## src/rtl/debounce_tick_if.sv

```systemverilog
// debounce_tick_if: raw switch input and its debounced level/tick outputs
interface debounce_tick_if;
    logic sw;
    logic db_level;
    logic db_tick;
    modport master (output sw, input db_level, db_tick);
    modport slave (input sw, output db_level, db_tick);
endinterface

```

## src/rtl/debounce_tick.sv

```systemverilog
// debounce_tick: 2-flop synchronizer plus 4-state FSM requiring 2^N stable clocks per level change
module debounce_tick #(
    parameter int N = 20
) (
    input logic clk,
    input logic reset,
    debounce_tick_if.slave bus
);
    typedef enum logic [1:0] {ZERO, WAIT1, ONE, WAIT0} state_t;
    state_t state, state_n;
    logic [N-1:0] cnt, cnt_n;
    logic sync1, sync2, tick_n;
    always_ff @(posedge clk or posedge reset) begin
        if (reset) begin
            sync1 <= 1'b0;
            sync2 <= 1'b0;
        end else begin
            sync1 <= bus.sw;
            sync2 <= sync1;
        end
    end
    always_ff @(posedge clk or posedge reset) begin
        if (reset) begin
            state <= ZERO;
            cnt <= '0;
            bus.db_level <= 1'b0;
            bus.db_tick <= 1'b0;
        end else begin
            state <= state_n;
            cnt <= cnt_n;
            bus.db_level <= state_n == ONE || state_n == WAIT0;
            bus.db_tick <= tick_n;
        end
    end
    // A state exits at cnt==0, so the down-count never wraps
    always_comb begin
        state_n = state;
        cnt_n = cnt;
        tick_n = 1'b0;
        case (state)
            ZERO: if (sync2) begin
                state_n = WAIT1;
                cnt_n = '1;
            end
            WAIT1: if (!sync2) state_n = ZERO;
            else if (cnt == '0) begin
                state_n = ONE;
                tick_n = 1'b1;
            end else cnt_n = cnt - 1'b1;
            ONE: if (!sync2) begin
                state_n = WAIT0;
                cnt_n = '1;
            end
            WAIT0: if (sync2) state_n = ONE;
            else if (cnt == '0) state_n = ZERO;
            else cnt_n = cnt - 1'b1;
            default: state_n = ZERO;
        endcase
    end
endmodule
```

## src/flat_wrapper.sv

```systemverilog
// flat-port wrapper written by rule: the top's interface ports become plain ports
module debounce_tick_flat 
#(
    parameter int N = 20
)
  (clk, reset, bus_sw, bus_db_level, bus_db_tick);
  debounce_tick_if bus_i ();
  input logic clk;
  input logic reset;
  input wire logic [$bits(bus_i.sw)-1:0] bus_sw;
  output wire logic [$bits(bus_i.db_level)-1:0] bus_db_level;
  output wire logic [$bits(bus_i.db_tick)-1:0] bus_db_tick;
  assign bus_i.sw = bus_sw;
  assign bus_db_level = bus_i.db_level;
  assign bus_db_tick = bus_i.db_tick;
  debounce_tick #(.N(N)) u_core (.clk(clk), .reset(reset), .bus(bus_i));
endmodule
```

## config.mk

```make
export PLATFORM = sky130hd
export DESIGN_NAME = debounce_tick_flat
export DESIGN_NICKNAME = d
export VERILOG_FILES = /design/src/rtl/debounce_tick_if.sv /design/src/rtl/debounce_tick.sv /design/src/flat_wrapper.sv
export SDC_FILE = /design/constraint.sdc
export NUM_CORES = 1
export LEC_CHECK = 0
export ABC_AREA = 1
export CORE_ASPECT_RATIO = 1.75
export CORE_MARGIN = 2
export CORE_UTILIZATION = 50
export CTS_BUF_LIST = sky130_fd_sc_hd__clkbuf_8
export CTS_CLUSTER_SIZE = 16
export DETAILED_ROUTE_END_ITERATION = 7
export GPL_ROUTABILITY_DRIVEN = 0
export PLACE_DENSITY = 0.67
export REMOVE_ABC_BUFFERS = 1
export SLEW_MARGIN = 10
export SYNTH_ARGS = -nofsm -noshare
export SYNTH_HDL_FRONTEND = slang
export SYNTH_SLANG_ARGS = --single-unit
export TNS_END_PERCENT = 1
```

## constraint.sdc

```tcl
create_clock -name clk -period 5.4 [get_ports clk]
set_clock_uncertainty 0.15 [all_clocks]
set_input_delay 1.08 -clock clk [delete_from_list [all_inputs] [get_ports clk]]
set_output_delay 1.08 -clock clk [all_outputs]
set_load 0.005 [all_outputs]
```

==> metrics.txt <==
CTS tree yes; setup repair after global routing missed its margin false; #FFs+latches synth 26; Die H 79.0 microns; reg-to-reg endpoint u_core.cnt[0]$_DFFE_PP0P_; Slew HR 0.339; Psw 0.000127 W; Flop pwr share 0.496; DRT antenna net count 0; slowest stage delay, CP 0.49 ns; ant diodes 0; Top FF cell, synth dfrtp_1; I/O pins 5; P_int 0.000334 W; Fin. Hold Viols 0; nets 226; hold_buf cts 0; critical path's slowest cell clkdlybuf4s50_1; total power 0.000461 W; maximum root-to-sink buffer count 2; YS warnings 0; TNS Setup 0 ns; most frequent cells in the layout nand2_1 (65), nor2_1 (27), dfrtp_1 (26); Worst Reg2Reg Path Length in Cells 9; via count 1,349; I/O Buffers 4; Skew-Pair Late Insertion Delay 0.27 ns; CTS Buf Count 3; Max IR drop VDD 0.205 mV; die width 46.8 microns; GR Overflow Total 0; Cell Area, Synth 1610 sq um; cells after synthesis 217; CTS H-Tree Depth 1; Overall Global Routing Usage 0.196; Slew Viols, Final 0; combinational power share 0.151; r2r startpoint u_core.cnt[0]$_DFFE_PP0P_; Post-synth ARST share 1.00; crit path time final 2.33 ns; status finished clean; vias in the first global route 1,239; critical path, cell by cell clkdlybuf4s50_1; register area share after synthesis 0.405; Core Region 3110 sq um; WHS Endpoint u_core.sync2$_DFF_PP0_; initial antenna violation count 0; Startpoint Class register; synth unique cells 23; Post-Syn Area per Cell 7.40 sq um; fill count 313; final setup fails 0; EDFF count, synth 0; Lkg Pwr 0.789 nW; Starting Density 0.517; drt drc 0; Final period util 0.431; worst min path class register to register; multi-input logic area 817 sq um; most common cell after layout, fill and taps aside nand2_1; crit end category output port; die area 3700 sq um; largest net degree at the start of global routing 34; Root Driver clkbuf_8; Req. time, crit path 4.17 ns; fraction of layout cells with a size suffix above 1 0.136; Buf/Inv on CP 1; Syn-to-layout area delta 7.72%; Detailed Route WL 3230 microns; Switching Fraction 0.275; Reg2Reg Setup Slack 3.35 ns; critical path type register to output port; WHS Path Cells 0; clock-pin slew on the worst setup and hold paths 0.09 ns; Clock power frac 0.352; register area 651 sq um; CTS Sinks 26; hold_sp u_core.sync1$_DFF_PP0_; pwr/cell area 267 nW/um^2; Top Family by Delay on Critical Path buffers and inverters; drt wl/cell 12.2 microns; fmax 429 MHz; # resized after CTS 0; DRT Pass-1 Iters 4; data arrival time of the worst path 1.10 ns; DR vias/cell 5.11; actual slew at the worst max-slew pin 0.990 ns; post-DP HPWL 2460 microns; Iter 0 DRT Violations 51; first-pass GRT wire length 5460 microns; CP max FO 1; setup bufs post-CTS 0; MaxCap Viol Count 0; std cell rows 27
==> layer usage <==
layer  vias to the layer above  global-route usage  routed length (microns)  share of wire
met5                         -                   0                        0              0
met4                         0              0.0611                       53          0.016
met3                         6              0.0159                       39          0.012
met2                        15               0.355                     1770           0.55
met1                       634               0.230                     1360           0.42
li1                        694                   -                        -              -
==> power by group through the flow <==
stage	Sequential (W)	Clock, W	Combinational (W)
floorplan	0.000227	0	0.0000583
global placement	0.000232	0	0.0000676
detailed placement	0.000233	0	0.0000704
global route	0.000231	0.000173	0.0000814
finish	0.000229	0.000162	0.0000698
CTS	0.000229	0.000164	0.0000709
==> worst max-delay path by stage <==
| stage | start | endpoint | slack [ns] | depth (start not counted) |
|---|---|---|---|---|
| after floorplan | u_core.cnt[0]$_DFFE_PP0P_ | u_core.cnt[0]$_DFFE_PP0P_ | 3.60 | 9 |
| after global placement | reset | u_core.cnt[11]$_DFFE_PP0P_ | 2.96 | 2 |
| after detailed placement | reset | u_core.cnt[11]$_DFFE_PP0P_ | 2.92 | 2 |
| after CTS | u_core.bus.db_level$_DFF_PP0_ | bus_db_level | 3.06 | 1 |
| after global routing | u_core.bus.db_level$_DFF_PP0_ | bus_db_level | 3.02 | 1 |
| final | u_core.bus.db_level$_DFF_PP0_ | bus_db_level | 3.07 | 1 |
==> synthesized netlist by cell type, drive strengths merged, types with 2 or more instances <==
master  count  area share
buf         3       0.023
o21ai      22       0.097
nor2       34       0.097
dfrtp      26        0.41
inv        25       0.060
nand2      69        0.17
xor2        4       0.022
nand3      25       0.086
nor3        2      0.0062
nand4       3       0.012
==> state kept, by name, indices dropped and copies added (netlist names) <==
signal and flops:
u_core.bus.db_tick 1, u_core.sync2 1, u_core.sync1 1, u_core.state 2, u_core.bus.db_level 1, u_core.cnt 20
==> cells by family after synthesis <==
kind of cell,after synthesis,share of synthesized area
AOI/OAI and AO/OA,22,0.0966
xor gates and xnor gates,4,0.0218
adders and majority gates,1,0.00779
buffers and inverters,29,0.0857
DFF,26,0.405
and+or+nand+nor,135,0.383
==> layout make-up <==
type	count	share of cell area
tap	43	0.0311
sequential	26	0.376
clock buffer	3	0.0239
inverter	25	0.0557
multi-input combinational	162	0.473
clock inverter	1	0.0174
timing repair buffer	4	0.0232
==> through the flow <==
stage	util	area (sq um)	worst slack [ns]	std cells	hold slack, ns
2_1_floorplan	-	1560	3.60	213	0.181
3_3_place_gp	0.533	1660	2.96	260	0.183
3_5_place_dp	0.533	1660	2.92	260	0.196
4_1_cts	0.556	1730	3.06	264	0.217
5_1_grt	0.556	1730	3.02	264	0.220
6_report	0.556	1730	3.07	264	0.212
(Power assumes the default switching activity.)
